==> config.mk <==
export PLATFORM = sky130hd
export DESIGN_NAME = regfile_mp_flat
export DESIGN_NICKNAME = d
export VERILOG_FILES = /design/src/rtl/regfile_pkg.sv /design/src/rtl/regfile_mp_if.sv /design/src/rtl/regfile_scoreboard.sv /design/src/rtl/regfile_mp.sv /design/src/flat_wrapper.sv
export SDC_FILE = /design/constraint.sdc
export NUM_CORES = 2
export LEC_CHECK = 0
export CAP_MARGIN = 15
export CORE_MARGIN = 2
export CORE_UTILIZATION = 35
export CTS_CLUSTER_SIZE = 16
export DETAILED_ROUTE_END_ITERATION = 12
export GPL_TIMING_DRIVEN = 0
export PLACE_DENSITY_LB_ADDON = 0.1
export RECOVER_POWER = 100
export SLEW_MARGIN = 15
export SYNTH_ARGS = -nofsm -noshare
export SYNTH_HDL_FRONTEND = slang
export SYNTH_SLANG_ARGS = --single-unit
==> constraint.sdc <==
create_clock -name clk -period 1.8 [get_ports clk]
set_input_delay 0.27 -clock clk [delete_from_list [all_inputs] [get_ports clk]]
set_output_delay 0.27 -clock clk [all_outputs]
set_load 0.02 [all_outputs]
==> src/rtl/regfile_pkg.sv <==
`default_nettype none
// ============================================================================
// Module : regfile_pkg
// Brief  : Default sizes, shared types and the address-validity helper.
// Rev    : 1.0
// ============================================================================
package regfile_pkg;

    localparam int DATA_W   = 32;
    localparam int NUM_REGS = 32;
    localparam int ADDR_W   = 5;
    localparam int NUM_RD   = 2;

    typedef logic [DATA_W-1:0] data_t;
    typedef logic [ADDR_W-1:0] addr_t;

    // True when the address names a real, writable architectural register.
    function automatic logic addr_valid(input addr_t a, input bit zero_reg);
        return (32'(a) < NUM_REGS) && !(zero_reg && (a == '0));
    endfunction

endpackage
`default_nettype wire

==> src/rtl/regfile_mp_if.sv <==
`default_nettype none
// ============================================================================
// Module : regfile_mp_if
// Brief  : Decode/writeback-facing bus of the multi-port register file.
// Rev    : 1.0
// ============================================================================
interface regfile_mp_if #(
    parameter int DATA_W   = regfile_pkg::DATA_W,
    parameter int NUM_REGS = regfile_pkg::NUM_REGS,
    parameter int ADDR_W   = regfile_pkg::ADDR_W,
    parameter int NUM_RD   = regfile_pkg::NUM_RD
) ();
    logic [NUM_RD*ADDR_W-1:0] rd_addr;
    logic [NUM_RD*DATA_W-1:0] rd_data;
    logic [NUM_RD-1:0]        rd_busy;
    logic                     we;
    logic [ADDR_W-1:0]        wr_addr;
    logic [DATA_W-1:0]        wr_data;
    logic                     sb_set;
    logic [ADDR_W-1:0]        sb_addr;
    logic [NUM_REGS-1:0]      busy_vec;

    modport master (
        output rd_addr, we, wr_addr, wr_data, sb_set, sb_addr,
        input  rd_data, rd_busy, busy_vec
    );

    modport slave (
        input  rd_addr, we, wr_addr, wr_data, sb_set, sb_addr,
        output rd_data, rd_busy, busy_vec
    );
endinterface
`default_nettype wire

==> src/rtl/regfile_scoreboard.sv <==
`default_nettype none
// ============================================================================
// Module : regfile_scoreboard
// Brief  : Per-register busy flops; a same-edge set overrides a clear.
// Rev    : 1.0
// ============================================================================
module regfile_scoreboard #(
    parameter int NUM_REGS = regfile_pkg::NUM_REGS,
    parameter int ADDR_W   = regfile_pkg::ADDR_W
) (
    input  wire logic                clk,
    input  wire logic                rst_n,
    input  wire logic                set_i,
    input  wire logic [ADDR_W-1:0]   set_addr_i,
    input  wire logic                clr_i,
    input  wire logic [ADDR_W-1:0]   clr_addr_i,
    output logic      [NUM_REGS-1:0] busy_d_o,
    output logic      [NUM_REGS-1:0] busy_vec_o
);
    logic [NUM_REGS-1:0] busy_q;
    logic [NUM_REGS-1:0] busy_d;

    // Set applied last: a newly issued producer supersedes the retiring one.
    always_comb begin
        busy_d = busy_q;
        if (clr_i) busy_d[clr_addr_i] = 1'b0;
        if (set_i) busy_d[set_addr_i] = 1'b1;
    end

    always_ff @(posedge clk or negedge rst_n) begin
        if (!rst_n) busy_q <= '0;
        else        busy_q <= busy_d;
    end

    assign busy_d_o   = busy_d;
    assign busy_vec_o = busy_q;
endmodule
`default_nettype wire

==> src/rtl/regfile_mp.sv <==
`default_nettype none
// ============================================================================
// Module : regfile_mp
// Brief  : Multi-read-port register file with registered reads and scoreboard.
//          Define REGFILE_BYPASS_EN for write-before-read on same-edge hits.
// Rev    : 1.0
// ============================================================================
module regfile_mp #(
    parameter int DATA_W   = regfile_pkg::DATA_W,
    parameter int NUM_REGS = regfile_pkg::NUM_REGS,
    parameter int ADDR_W   = regfile_pkg::ADDR_W,
    parameter int NUM_RD   = regfile_pkg::NUM_RD,
    parameter bit ZERO_REG = 1'b1
) (
    input  wire logic   clk,
    input  wire logic   rst_n,
    regfile_mp_if.slave bus
);
    import regfile_pkg::*;

    logic [DATA_W-1:0]        mem_q [NUM_REGS];
    logic [NUM_RD*DATA_W-1:0] rd_data_q, rd_data_d;
    logic [NUM_RD-1:0]        rd_busy_q, rd_busy_d;
    logic [NUM_REGS-1:0]      busy_d, busy_q;
    logic                     wr_ok, sb_ok;

    function automatic logic addr_ok(input logic [ADDR_W-1:0] a);
        return (32'(a) < NUM_REGS) && !(ZERO_REG && (a == '0));
    endfunction

    assign wr_ok = bus.we     & addr_ok(bus.wr_addr);
    assign sb_ok = bus.sb_set & addr_ok(bus.sb_addr);

    always_ff @(posedge clk or negedge rst_n) begin
        if (!rst_n) begin
            for (int r = 0; r < NUM_REGS; r++) mem_q[r] <= '0;
        end else if (wr_ok) begin
            mem_q[bus.wr_addr] <= bus.wr_data;
        end
    end

    regfile_scoreboard #(
        .NUM_REGS (NUM_REGS),
        .ADDR_W   (ADDR_W)
    ) u_scoreboard (
        .clk        (clk),
        .rst_n      (rst_n),
        .set_i      (sb_ok),
        .set_addr_i (bus.sb_addr),
        .clr_i      (wr_ok),
        .clr_addr_i (bus.wr_addr),
        .busy_d_o   (busy_d),
        .busy_vec_o (busy_q)
    );

    for (genvar i = 0; i < NUM_RD; i++) begin : g_rd
        logic [ADDR_W-1:0] ra;
        logic [DATA_W-1:0] rv;

        assign ra = bus.rd_addr[i*ADDR_W +: ADDR_W];

        always_comb begin
            rv = '0;
            if (addr_ok(ra)) begin
                rv = mem_q[ra];
`ifdef REGFILE_BYPASS_EN
                if (wr_ok && (bus.wr_addr == ra)) rv = bus.wr_data;
`endif
            end
        end

        assign rd_data_d[i*DATA_W +: DATA_W] = rv;
        // Busy reflects this edge's set/clear so it lines up with rd_data.
        assign rd_busy_d[i] = addr_ok(ra) & busy_d[ra];
    end

    always_ff @(posedge clk or negedge rst_n) begin
        if (!rst_n) begin
            rd_data_q <= '0;
            rd_busy_q <= '0;
        end else begin
            rd_data_q <= rd_data_d;
            rd_busy_q <= rd_busy_d;
        end
    end

    assign bus.rd_data  = rd_data_q;
    assign bus.rd_busy  = rd_busy_q;
    assign bus.busy_vec = busy_q;
endmodule
`default_nettype wire

==> src/flat_wrapper.sv <==
// flat-port wrapper written by rule: the top's interface ports become plain ports
module regfile_mp_flat import regfile_pkg::*;
#(
    parameter int DATA_W   = regfile_pkg::DATA_W,
    parameter int NUM_REGS = regfile_pkg::NUM_REGS,
    parameter int ADDR_W   = regfile_pkg::ADDR_W,
    parameter int NUM_RD   = regfile_pkg::NUM_RD,
    parameter bit ZERO_REG = 1'b1
)
  (clk, rst_n, bus_rd_addr, bus_we, bus_wr_addr, bus_wr_data, bus_sb_set, bus_sb_addr, bus_rd_data, bus_rd_busy, bus_busy_vec);
  regfile_mp_if #(.DATA_W(DATA_W), .NUM_REGS(NUM_REGS), .ADDR_W(ADDR_W), .NUM_RD(NUM_RD)) bus_i ();
  input  wire logic clk;
  input  wire logic rst_n;
  input wire logic [$bits(bus_i.rd_addr)-1:0] bus_rd_addr;
  input wire logic [$bits(bus_i.we)-1:0] bus_we;
  input wire logic [$bits(bus_i.wr_addr)-1:0] bus_wr_addr;
  input wire logic [$bits(bus_i.wr_data)-1:0] bus_wr_data;
  input wire logic [$bits(bus_i.sb_set)-1:0] bus_sb_set;
  input wire logic [$bits(bus_i.sb_addr)-1:0] bus_sb_addr;
  output wire logic [$bits(bus_i.rd_data)-1:0] bus_rd_data;
  output wire logic [$bits(bus_i.rd_busy)-1:0] bus_rd_busy;
  output wire logic [$bits(bus_i.busy_vec)-1:0] bus_busy_vec;
  assign bus_i.rd_addr = bus_rd_addr;
  assign bus_i.we = bus_we;
  assign bus_i.wr_addr = bus_wr_addr;
  assign bus_i.wr_data = bus_wr_data;
  assign bus_i.sb_set = bus_sb_set;
  assign bus_i.sb_addr = bus_sb_addr;
  assign bus_rd_data = bus_i.rd_data;
  assign bus_rd_busy = bus_i.rd_busy;
  assign bus_busy_vec = bus_i.busy_vec;
  regfile_mp #(.DATA_W(DATA_W), .NUM_REGS(NUM_REGS), .ADDR_W(ADDR_W), .NUM_RD(NUM_RD), .ZERO_REG(ZERO_REG)) u_core (.clk(clk), .rst_n(rst_n), .bus(bus_i));
endmodule
Word level (Yosys, flattened, before mapping)
Index checks and enable logic that the tools add are counted.
Widths: inputs -> output; s select.

storage, ports and cells
  flip-flop bits (word level) = 1122
  input bits = 56
  output and inout port bits = 98
  logic and storage cells = 87

operators by class
  $lt $le $gt $ge = 10
  muxes and demuxes = 21
  bitwise gates (word level) = 10
  reductions and logical operators = 11

operator list
  kind                count
  $bwmux 1024         1
  $bmux 32 s5         2
  $mux 32             9
  $demux 32 s5        1
  $and 32x32->32      1
  $not 32->32         1
  $or 32x32->32       1
  $lt 5x6->1 const B  4
  $logic_not 5->1     4
  $ge 6x6->1 const B  3
  $not 5->6           3
  $bmux 1 s5          2
  $demux 1 s5         2
  $ge 5x1->1 const B  2
  $lt 6x1->1 const B  1
  $and 1x1->1         4
  $logic_not 1->1     4
  $mux 1              4
  $logic_and 1x1->1   3

Depth between registers and ports, before layout
  depth after elaboration = 12
  depth in mapped cells = 9

Modules after synthesis
From an unflattened synthesis, not the netlist that was laid out.

unflattened totals
  cells, all modules = 3848
  area, all modules = 58667.5 um^2

by module, submodules not included
  module              instances  cells each  area an instance (um^2)
  regfile_mp          1          3725        57360.0
  regfile_scoreboard  1          123         1307.5

Worst setup path before layout
OpenSTA, ideal clock, no wires.

  path type = in2reg
  start point = in bus_rd_addr[5]
  end point = reg u_core.rd_data_q[32] (netlist: u_core.bus.rd_data[32])
  arrival time = 2115 ps
  data required time = 1668 ps
  path slack = -447 ps
  stages on the path = 6
  cell sequence = buf_2 -> buf_1 -> mux4_2 -> mux4_2 -> mux2i_1 -> nor2_1

on the way
  word-level cells in the longest chain between the ends = 5

ends and longest elaborated chain
  element                                     RTL line            text
  start, declared                             flat_wrapper.sv:14  input wire logic [$bits(bus_i.rd_addr)-1:0] bus_rd_addr;
  $not 5->6 (not written as such)             regfile_mp.sv:65    rv = mem_q[ra];
  $bmux 32 s5                                 regfile_mp.sv:65
  $mux 32 (not written as such) (2 in a row)  regfile_mp.sv:65
  $mux 32 (*)                                 regfile_mp.sv:64    if (addr_ok(ra)) begin
  named net u_core.g_rd[1].rv[0]              regfile_mp.sv:58    logic [DATA_W-1:0] rv;
  end signal, assigned                        regfile_mp.sv:82    rd_data_q <= rd_data_d;
  end, declared                               regfile_mp.sv:22    logic [NUM_RD*DATA_W-1:0] rd_data_q, rd_data_d;

Mark *: on every way through the listed nets, which the timed path passes. The rest lies on a longest branch. The select of a mux whose other input is x is not followed.
A chain may end at the register's enable or synchronous reset.

Worst setup path after layout
  start point = reg u_core.mem_q[15] (netlist name)
  end point = reg u_core.rd_data_q[47] (netlist: u_core.bus.rd_data[47])

on the way
  word-level cells in the longest chain between the ends = 4

ends and longest elaborated chain
  element                                     RTL line          text
  start, declared                             regfile_mp.sv:21  logic [DATA_W-1:0] mem_q [NUM_REGS];
  start signal, assigned by index             regfile_mp.sv:38  mem_q[bus.wr_addr] <= bus.wr_data;
  $bmux 32 s5                                 regfile_mp.sv:65
  $mux 32 (not written as such) (2 in a row)  regfile_mp.sv:65
  $mux 32                                     regfile_mp.sv:64
  named net u_core.g_rd[1].rv[15]             regfile_mp.sv:58

The timed path passes the listed nets, and every way through them passes these cells. The select of a mux whose other input is x is not followed.

==> flow_summary.json <==
{
  "status": "complete, but fails checks",
  "violations": "negative hold slack, max-capacitance violations, max-slew violations, negative setup slack",
  "synth-edff-count": 0,
  "whs_ps": -632,
  "cts_tree": "done",
  "max_slew_margin": -0.154,
  "intPower_mw": 56.6,
  "drt_pass1_iterations": 6,
  "clockBufferDepth": 3,
  "fin_ws_ps": -318,
  "synth_top_area_cell": "dfrtp_1",
  "syn-cell-area_um2": 57500,
  "switching_share": 0.298,
  "async_flop_share": 1.00,
  "startpoint_type": "register",
  "synth_cell_types": 61,
  "arrival_ps": 2700,
  "die_y_um": 409,
  "skew_ps": 27.6,
  "critical_path.top_delay_family": "multiplexers",
  "power.leakage_nw": 29.3,
  "fill_cells": 15000,
  "io_buffers": 139,
  "grt_overflow_total": 0,
  "drc": 0,
  "die-area_um2": 168000,
  "seqCellArea_um2": 28100,
  "tightest_slew_ps": 1730,
  "rows": 148,
  "grt_usage": 0.287,
  "max_stage_delay_ps": 600,
  "critical_path_buf_inv_count": 0,
  "io_pins": 154,
  "ys_warn_count": 0,
  "path_cells": "mux4_2 > mux4_2 > mux2i_1 > nor2_2",
  "seqPwrFrac": 0.417,
  "place_hpwl_mm": 177,
  "cts_buffers": 137,
  "grt_start_max_net_pins": 139,
  "setup_violations": 219,
  "num_vias": 37900,
  "multi_input_area_um2": 28500,
  "first_iter_violations": 3863,
  "vdd_ir_drop_max_mv": 1.04,
  "maxSlewViolCount": 217,
  "yosysMostFrequentCell": "dfrtp_1",
  "wl_per_cell_um": 38.4,
  "final.min_clock_period_ps": 2120,
  "hold_viol": 151,
  "synth-seq-cells": 1122,
  "cp_max_fo": 3,
  "ys_seq_area_frac": 0.488,
  "root_buffer": "clkbuf_16",
  "syn-num-nets": 3725,
  "pwr-share-clk": 0.348,
  "drt_wl_total_mm": 242,
  "ff2ff_path_depth": 4,
  "syn_area_per_cell_um2": 15.7,
  "nets": 4060,
  "synth_commonest_cells": "1,122 x dfrtp_1, 929 x mux2_2, 643 x mux4_2",
  "ys.flop_type": "dfrtp_1",
  "gp_congestion": 0.935,
  "cp_slowest_cell": "mux4_2",
  "pwr_density_cell_nw_per_um2": 1180,
  "pwr-share-comb": 0.235,
  "clk_pin_slew_ps": 60,
  "viasPerCell": 6.02,
  "antenna_found_initial": 9,
  "drive_above_1_share": 0.541,
  "critPathKind": "reg2reg",
  "fmax_mhz": 472,
  "clock-sinks": 1122,
  "grt_pass1_vias": 38000,
  "syn_inst": 3669,
  "maxCapViolCount": 2,
  "yosys-top-cells-area": "dfrtp_1 49%, mux4_2 25%, mux2_2 18%, clkbuf_1 1.9%, nand2_1 1.9%",
  "synthToLayoutAreaGrowth_pct": 18.9,
  "end_kind": "register",
  "power_mw": 80.6,
  "die_w_um": 409,
  "crit_path_frequent_cell": "mux4_2",
  "r2r_slack_ps": -320,
  "worstSetupPathDepth": 4,
  "grt_pass1_wl_mm": 326,
  "min_period_over_period": 1.18,
  "synth_top_area_frac": 0.488,
  "hp-class": "in2async",
  "core_area_um2": 163000,
  "rsz0062_at_grt": "yes",
  "ant_nets": 0,
  "p_sw_mw": 24.0,
  "start_util": 0.353,
  "insertion_delay_ps": 790,
  "htree_levels": 4,
  "critical_path_required_ps": 2380
}
==> registers in the layout, indices dropped and copies added, names as in the netlist <==
signal,count
u_core.mem_q,1024
u_core.bus.rd_data,64
u_core.u_scoreboard.busy_vec_o,32
u_core.bus.rd_busy,2
==> worst paths after layout <==
path                                           startpoint                                           to
hold reg to reg            u_core.mem_q[1001]$_DFFE_PN0P_               u_core.mem_q[1001]$_DFFE_PN0P_
hold / removal                                      rst_n  u_core.u_scoreboard.busy_vec_o[0]$_DFF_PN0_
setup reg to reg             u_core.mem_q[15]$_DFFE_PN0P_             u_core.bus.rd_data[47]$_DFF_PN0_
setup / recovery             u_core.mem_q[15]$_DFFE_PN0P_             u_core.bus.rd_data[47]$_DFF_PN0_
max in group asynchronous                           rst_n                u_core.mem_q[895]$_DFFE_PN0P_
min in group clk                           bus_wr_addr[2]                u_core.mem_q[319]$_DFFE_PN0P_
==> routing by layer <==
layer / vias to the layer above / wire length (um) / share of wire / GRT usage
met5: - / 39 / 0.00016 / 0
met4: 6 / 10900 / 0.045 / 0.118
met3: 408 / 16600 / 0.069 / 0.0563
met2: 1642 / 110000 / 0.46 / 0.439
met1: 21100 / 104000 / 0.43 / 0.401
li1: 14800 / - / - / -
==> power groups by stage <==
stage / sequential (mW) / clock, mW / combinational, mW
after CTS: 33.5 / 28.5 / 18.8
after global routing: 34.2 / 29.6 / 19.6
after floorplan: 33.4 / 0 / 11.2
final: 33.6 / 28.1 / 18.9
after detailed placement: 33.9 / 0 / 18.5
after global placement: 34.0 / 0 / 17.9
==> what timing repair did <==
item                                    in CTS  in global routing
gates resized for setup                    489                 70
hold endpoints to repair                   422                206
gates cloned                                 3                  1
hold buffers                                 1                  2
setup buffers                               28                 11
endpoints found under the setup margin    1392                340
pin swaps                                   26                 21
==> cell usage in the layout (no fill, tap or decap), types with 10 or more instances in the layout <==
master / instances
dfrtp_1: 1121
mux2_2: 929
mux4_2: 643
nand2_1: 242
clkbuf_1: 231
clkbuf_16: 146
clkbuf_2: 85
clkbuf_4: 51
buf_4: 50
dlygate4sd2_1: 48
clkbuf_8: 40
nand2_2: 39
nor2_1: 36
clkdlybuf4s50_1: 32
mux2i_1: 25
clkinv_2: 22
buf_12: 21
nor2_2: 21
buf_8: 20
buf_6: 20
a21oi_4: 19
clkdlybuf4s15_2: 19
clkdlybuf4s15_1: 18
inv_1: 16
buf_2: 16
diode_2: 14
a22o_1: 13
o21ai_0: 12
mux2i_4: 10
==> stage by stage <==
step | instances | instance area, um2 | setup TNS, ps | utilization | setup WS [ps]
CTS | 6268 | 68400 | -6000 | 0.420 | -286
finish | 6296 | 68400 | -19530 | 0.420 | -318
detailed placement | 5997 | 62800 | -1777380 | 0.385 | -1900
floorplan | 3669 | 58300 | -7070 | - | -109
global route | 6283 | 68400 | -26680 | 0.420 | -265
global placement | 5983 | 62400 | - | 0.383 | -54330
==> layout make-up <==
cell class | count | share of cell area
tap | 2175 | 0.0398
antenna | 14 | 0.000512
clock inverter | 41 | 0.00565
buffer | 413 | 0.0393
sequential | 1122 | 0.410
clock buffer | 201 | 0.0599
multi-input combinational | 2115 | 0.416
inverter | 16 | 0.000878
timing repair buffer | 199 | 0.0273
==> cell families (layout without fill, tap and decap cells) <==
kind of cell,count (synthesis),count (layout),share of synthesized area
flops,1122,1122,0.488
compound gates,99,99,0.0117
buf+inv,432,870,0.0299
other cells,0,14,0
mux,1609,1609,0.440
simple gates,407,407,0.0307
Note: power is estimated with default switching activity, not from simulation.
